`src/rtl/store_data_aligner_pkg.sv`:
```
// Shared encodings for the store-path data aligner and its lane shifter.
package store_data_aligner_pkg;

  // Byte lanes in one memory word.
  localparam int unsigned LANES = 4;

  // Store size encoding as driven by the execute stage.
  typedef enum logic [1:0] {
    SZ_BYTE = 2'b00,
    SZ_HALF = 2'b01,
    SZ_WORD = 2'b10,
    SZ_ILL  = 2'b11
  } size_e;

  // Aligner FSM states.
  typedef enum logic [1:0] {
    ST_IDLE  = 2'b00,
    ST_BEAT0 = 2'b01,
    ST_BEAT1 = 2'b10
  } state_e;

  // Low-justified byte mask for a store of the given size; illegal sizes touch no lanes.
  function automatic logic [LANES-1:0] size_mask(input logic [1:0] size);
    logic [LANES-1:0] mask;
    case (size)
      SZ_BYTE: mask = 4'b0001;
      SZ_HALF: mask = 4'b0011;
      SZ_WORD: mask = 4'b1111;
      default: mask = 4'b0000;
    endcase
    return mask;
  endfunction

endpackage

```
`src/rtl/store_lane_shift.sv`:
```
// Combinational lane shifter: narrows store data to its size and places it on an
// 8-lane (two-word) window starting at the byte offset. Also usable for load merging.
module store_lane_shift
  import store_data_aligner_pkg::*;
(
  input  logic [1:0]         size,
  input  logic [1:0]         off,
  input  logic [LANES*8-1:0] data,
  output logic [LANES*16-1:0] d64,
  output logic [LANES*2-1:0]  be8
);

  logic [LANES-1:0]   mask;
  logic [LANES*8-1:0] masked;

  // Mask unused high bytes, then shift data and enables up by the byte offset.
  always_comb begin
    mask   = size_mask(size);
    masked = '0;
    for (int i = 0; i < LANES; i++) begin
      masked[8*i +: 8] = mask[i] ? data[8*i +: 8] : 8'h00;
    end
    d64 = {{(LANES*8){1'b0}}, masked} << {off, 3'b000};
    be8 = {{LANES{1'b0}}, mask} << off;
  end

endmodule

```
`src/rtl/store_data_aligner.sv`:
```
// Store-path data aligner: turns a register store request into one or two
// word-aligned, byte-enabled beats towards data memory.
module store_data_aligner
  import store_data_aligner_pkg::*;
#(
  parameter int unsigned DATA_W = 32,
  parameter int unsigned ADDR_W = 32
) (
  input  logic              clk,
  input  logic              rst_n,
  input  logic              req_valid,
  output logic              req_ready,
  input  logic [ADDR_W-1:0] req_addr,
  input  logic [DATA_W-1:0] req_data,
  input  logic [1:0]        req_size,
  output logic              mem_valid,
  input  logic              mem_ready,
  output logic [ADDR_W-1:0] mem_addr,
  output logic [DATA_W-1:0] mem_wdata,
  output logic [LANES-1:0]  mem_be,
  output logic              busy,
  output logic              err
);

  state_e state_q, state_d;

  logic              accept;
  logic              legal;
  logic [2*DATA_W-1:0] d64;
  logic [2*LANES-1:0]  be8;

  // Presented beat and the upper half held for a possible second beat.
  logic [ADDR_W-1:0] addr_q;
  logic [DATA_W-1:0] wdata_q;
  logic [LANES-1:0]  be_q;
  logic [DATA_W-1:0] hi_wdata_q;
  logic [LANES-1:0]  hi_be_q;
  logic              err_q;

  assign accept = req_valid && req_ready;
  assign legal  = (req_size != SZ_ILL);

  store_lane_shift u_lane_shift (
    .size (req_size),
    .off  (req_addr[1:0]),
    .data (req_data),
    .d64  (d64),
    .be8  (be8)
  );

  // State register; reset aborts any in-flight access.
  always_ff @(posedge clk or negedge rst_n) begin
    if (!rst_n) begin
      state_q <= ST_IDLE;
    end else begin
      state_q <= state_d;
    end
  end

  // Next-state: illegal sizes are consumed in IDLE without issuing a beat.
  always_comb begin
    state_d = state_q;
    unique case (state_q)
      ST_IDLE: begin
        if (accept && legal) state_d = ST_BEAT0;
      end
      ST_BEAT0: begin
        if (mem_ready) state_d = (hi_be_q != '0) ? ST_BEAT1 : ST_IDLE;
      end
      ST_BEAT1: begin
        if (mem_ready) state_d = ST_IDLE;
      end
      default: state_d = ST_IDLE;
    endcase
  end

  // Handshake/status outputs decoded from state so reset drops them immediately.
  always_comb begin
    req_ready = 1'b0;
    mem_valid = 1'b0;
    busy      = 1'b0;
    unique case (state_q)
      ST_IDLE:  req_ready = 1'b1;
      ST_BEAT0,
      ST_BEAT1: begin
        mem_valid = 1'b1;
        busy      = 1'b1;
      end
      default:  req_ready = 1'b0;
    endcase
  end

  // Beat datapath: load beat 0 on accept, swap in the upper half on the beat-0 handshake.
  always_ff @(posedge clk or negedge rst_n) begin
    if (!rst_n) begin
      addr_q     <= '0;
      wdata_q    <= '0;
      be_q       <= '0;
      hi_wdata_q <= '0;
      hi_be_q    <= '0;
    end else if (state_q == ST_IDLE) begin
      if (accept && legal) begin
        addr_q     <= {req_addr[ADDR_W-1:2], 2'b00};
        wdata_q    <= d64[DATA_W-1:0];
        be_q       <= be8[LANES-1:0];
        hi_wdata_q <= d64[2*DATA_W-1:DATA_W];
        hi_be_q    <= be8[2*LANES-1:LANES];
      end
    end else if (state_q == ST_BEAT0 && mem_ready && hi_be_q != '0) begin
      // Wraps modulo 2^ADDR_W at the top of the address space.
      addr_q  <= addr_q + ADDR_W'(4);
      wdata_q <= hi_wdata_q;
      be_q    <= hi_be_q;
    end
  end

  // Error pulse in the cycle after an illegal-size request is accepted.
  always_ff @(posedge clk or negedge rst_n) begin
    if (!rst_n) begin
      err_q <= 1'b0;
    end else begin
      err_q <= accept && !legal;
    end
  end

  assign mem_addr  = addr_q;
  assign mem_wdata = wdata_q;
  assign mem_be    = be_q;
  assign err       = err_q;

endmodule

```
`config.mk`:
```
export PLATFORM = sky130hd
export DESIGN_NAME = store_data_aligner
export DESIGN_NICKNAME = d
export VERILOG_FILES = /design/src/rtl/store_data_aligner_pkg.sv /design/src/rtl/store_lane_shift.sv /design/src/rtl/store_data_aligner.sv
export SDC_FILE = /design/constraint.sdc
export NUM_CORES = 1
export LEC_CHECK = 0
export CAP_MARGIN = 20
export CORE_ASPECT_RATIO = 0.9
export CORE_MARGIN = 2
export CORE_UTILIZATION = 49
export CTS_CLUSTER_DIAMETER = 120
export DETAILED_ROUTE_END_ITERATION = 8
export PLACE_DENSITY = 0.81
export SYNTH_ARGS = -nofsm -noshare
export SYNTH_HDL_FRONTEND = slang
export SYNTH_SLANG_ARGS = --single-unit
```
`constraint.sdc`:
```
create_clock -name clk -period 2.45 [get_ports clk]
set_input_delay 0.245 -clock clk [delete_from_list [all_inputs] [get_ports clk]]
set_output_delay 0.245 -clock clk [all_outputs]
set_load 0.1 [all_outputs]
```
==> flow_summary.yaml <==
placement:
  dpl_worst_slack_ns: 0.004118
  port_buffers: 139
  hpwl_mm: 11.79
  gp_congestion: 0.9921
global_routing:
  grt_pass1_wl_mm: 26.12
  antenna_found_initial: 0
  grt_max_degree: 62
  grt_pass1_vias: 4920
  overflow: 0
  grt_use_total_pct: 28.65
clocking:
  numCtsBuffers: 9
  clk_latency_ns: 0.34
  path_clk_slew_ns: 0.07
  htree_levels: 3
  cts_root_buf: "clkbuf_16"
  clk_path_buf_depth: 2
  numClockSinks: 96
  cts_setup_buffers: 0
  cts_tree: "built"
worst_hold_path:
  min_path_type: "primary input to asynchronous set/reset pin"
yosys:
  avgSynthCellArea_um2: 8.935
  netlist_instances: 589
  synth_edf_count: 0
  synthTopCellsByArea: "dfrtp_1 46%, nor2_1 6.3%, a21oi_1 5.2%"
  seq_area_frac_synth_pct: 45.65
  netlist-cell-type-count: 52
  yosys_most_used_dff: "dfrtp_1"
  synth_area_mm2: 0.005263
  yosys.area.top_type_share_pct: 45.65
  synth_warnings: 0
  synth_seq_cells: 96
  synth-async-reset-ratio_pct: 100.0
  synth.largest_area_cell: "dfrtp_1"
floorplanning:
  core_mm2: 0.01033
  die_area_mm2: 0.01159
  die_y_um: 102.3
  rows: 35
  start_util_pct: 50.92
  pin_count: 142
  die_x_um: 113.2
timing:
  finClkSkew_ns: 0.006816
  slew_headroom_pct: 31.72
  fin_crit_sh_pct: 89.39
  fmax_ghz: 0.4566
  report.final.hold_viol_count: 0
  drv_slew: 0
  finalWorstSetupSlack_ns: 0.2600
  tightestPinTransition_ns: 1.022
  rsz0062_at_grt: "no"
  setup_viol: 0
  period_minus_slack_ns: 2.190
finish:
  multi_input_area_mm2: 0.002646
  diodes: 0
  layout_common_cells: "93 x buf_4, 88 x nor2_1, 85 x dfrtp_1"
  drive_gt1_share_pct: 19.53
  area_delta_synth_final_pct: 33.38
  regArea_mm2: 0.002416
  fill_cells: 803
  nNetsFinal: 794
  final_common_cell: "buf_4"
status:
  status: "finished with violations"
  violations: "design-rule violations"
worst_setup_path:
  crit_chain: "ha_1 -> nand3_2 -> or4_4 -> nor2_1 -> o21bai_1 -> a221oi_1"
  cp_data_arrival_time_ns: 2.43
  cp-start-kind: "flop"
  cp-end-kind: "flop"
  cp_max_fo: 10
  critPathTopFamily: "simple AND/OR/NAND/NOR gates"
  path_class: "flop to flop"
  crit_buf_inv: 0
  crit_path_max_incr_delay_ns: 0.61
  critPathRequiredTime_ns: 2.69
  slowest_stage: "or4_4"
routing:
  wire_per_inst_um: 19.69
  drc_errors: 9
  postRouteAntennaNets: 0
  vias: 5242
  vias_per_cell: 6.160
  first_pass_iters: 7
  drt_wl_total_mm: 16.76
  first_iter_violations: 526
job:
  maxCapViolCount: 0
flip-flops by register name, indices dropped and copies added (netlist names):
name        flops
mem_addr       30
err             1
hi_be_q         3
mem_be          4
state_q         2
mem_wdata      32
hi_wdata_q     24
layer usage:
metal	track usage, %	share of wire (%)	up-vias
li1	-	-	2421
met1	42.73	44	2498
met2	43.71	45	283
met3	3.499	7.9	40
met4	9.568	2.3	0
met5	0	0	-
through the flow:
step	instances	util, %	TNS (ns)	hold slack, ns	cell area, um^2
floorplan	590	-	-0.02286	-0.05059	5293
global placement	832	64.44	0	0.2364	6660
detailed placement	833	64.55	0	0.2407	6671
CTS	850	67.85	0	0.4166	7012
global route	851	67.92	0	0.4799	7019
finish	851	67.92	0	0.4211	7019
worst reg2reg max path, stage by stage (launching register included):
cell and delay [ns]:
dfrtp_2 0.43, ha_1 0.25, nand3_2 0.13, or4_4 0.61
nor2_1 0.27, o21bai_1 0.11, a221oi_1 0.30
cell type report:
cell class,instances,share of cell area (%)
clock buffers,10,3.405
multi-input cells,435,37.70
flip-flops and latches,96,34.42
inverters,10,0.5348
well taps,129,2.299
clock inverters,6,1.301
repair buffers,165,20.34
final timing paths:
check / startpoint / endpoint / slack, ns / depth (start not counted)
setup / recovery: mem_addr[2] / mem_addr[30] / 0.26 / 6
hold / removal: rst_n / mem_addr[5] / 0.42 / 2
setup reg to reg: mem_addr[2] / mem_addr[30] / 0.26 / 6
hold reg to reg: hi_wdata_q[11] / hi_wdata_q[11] / 0.49 / 2
max in group asynchronous: rst_n / mem_addr[12] / 1.32 / 3
min in group clk: req_addr[17] / mem_addr[17] / 0.47 / 3
what timing repair did:
item	in CTS	in global routing
resized for setup	0	0
hold endpoints to repair	35	0
hold buffers	1	0
synthesized netlist by cell type (all sizes together), types with 2 or more instances:
library cell and number:
dfrtp 96, nor2 88, nand2 60, a21oi 55, clkbuf 42, o21ai 33, a221oi 27, mux2i 18
a22o 16, a32o 16, nor3 14, nand3 13, o22ai 12, inv 9, nand4 9, mux2 8
a221o 7, buf 7, ha 7, and3 6, a22oi 5, nor4 5, or3 5, or4 4
and4 3, nand3b 3, a211oi 2, a21o 2, nor3b 2, o21bai 2
logic make-up (layout without fill, tap and decap cells):
group,count (synthesis),count (layout),synth area share [%]
compound gates,181,181,23.51
xor+xnor,1,1,0.1665
fa+ha+maj,7,7,1.664
buf+inv,59,191,4.683
flops,96,96,45.65
mux,26,26,5.136
other cells,1,2,0.07126
simple gates,218,218,19.12
Power is left out: the tool's default activity adds up to more than one toggle a clock period on the data nets, which glitch-free logic cannot reach.
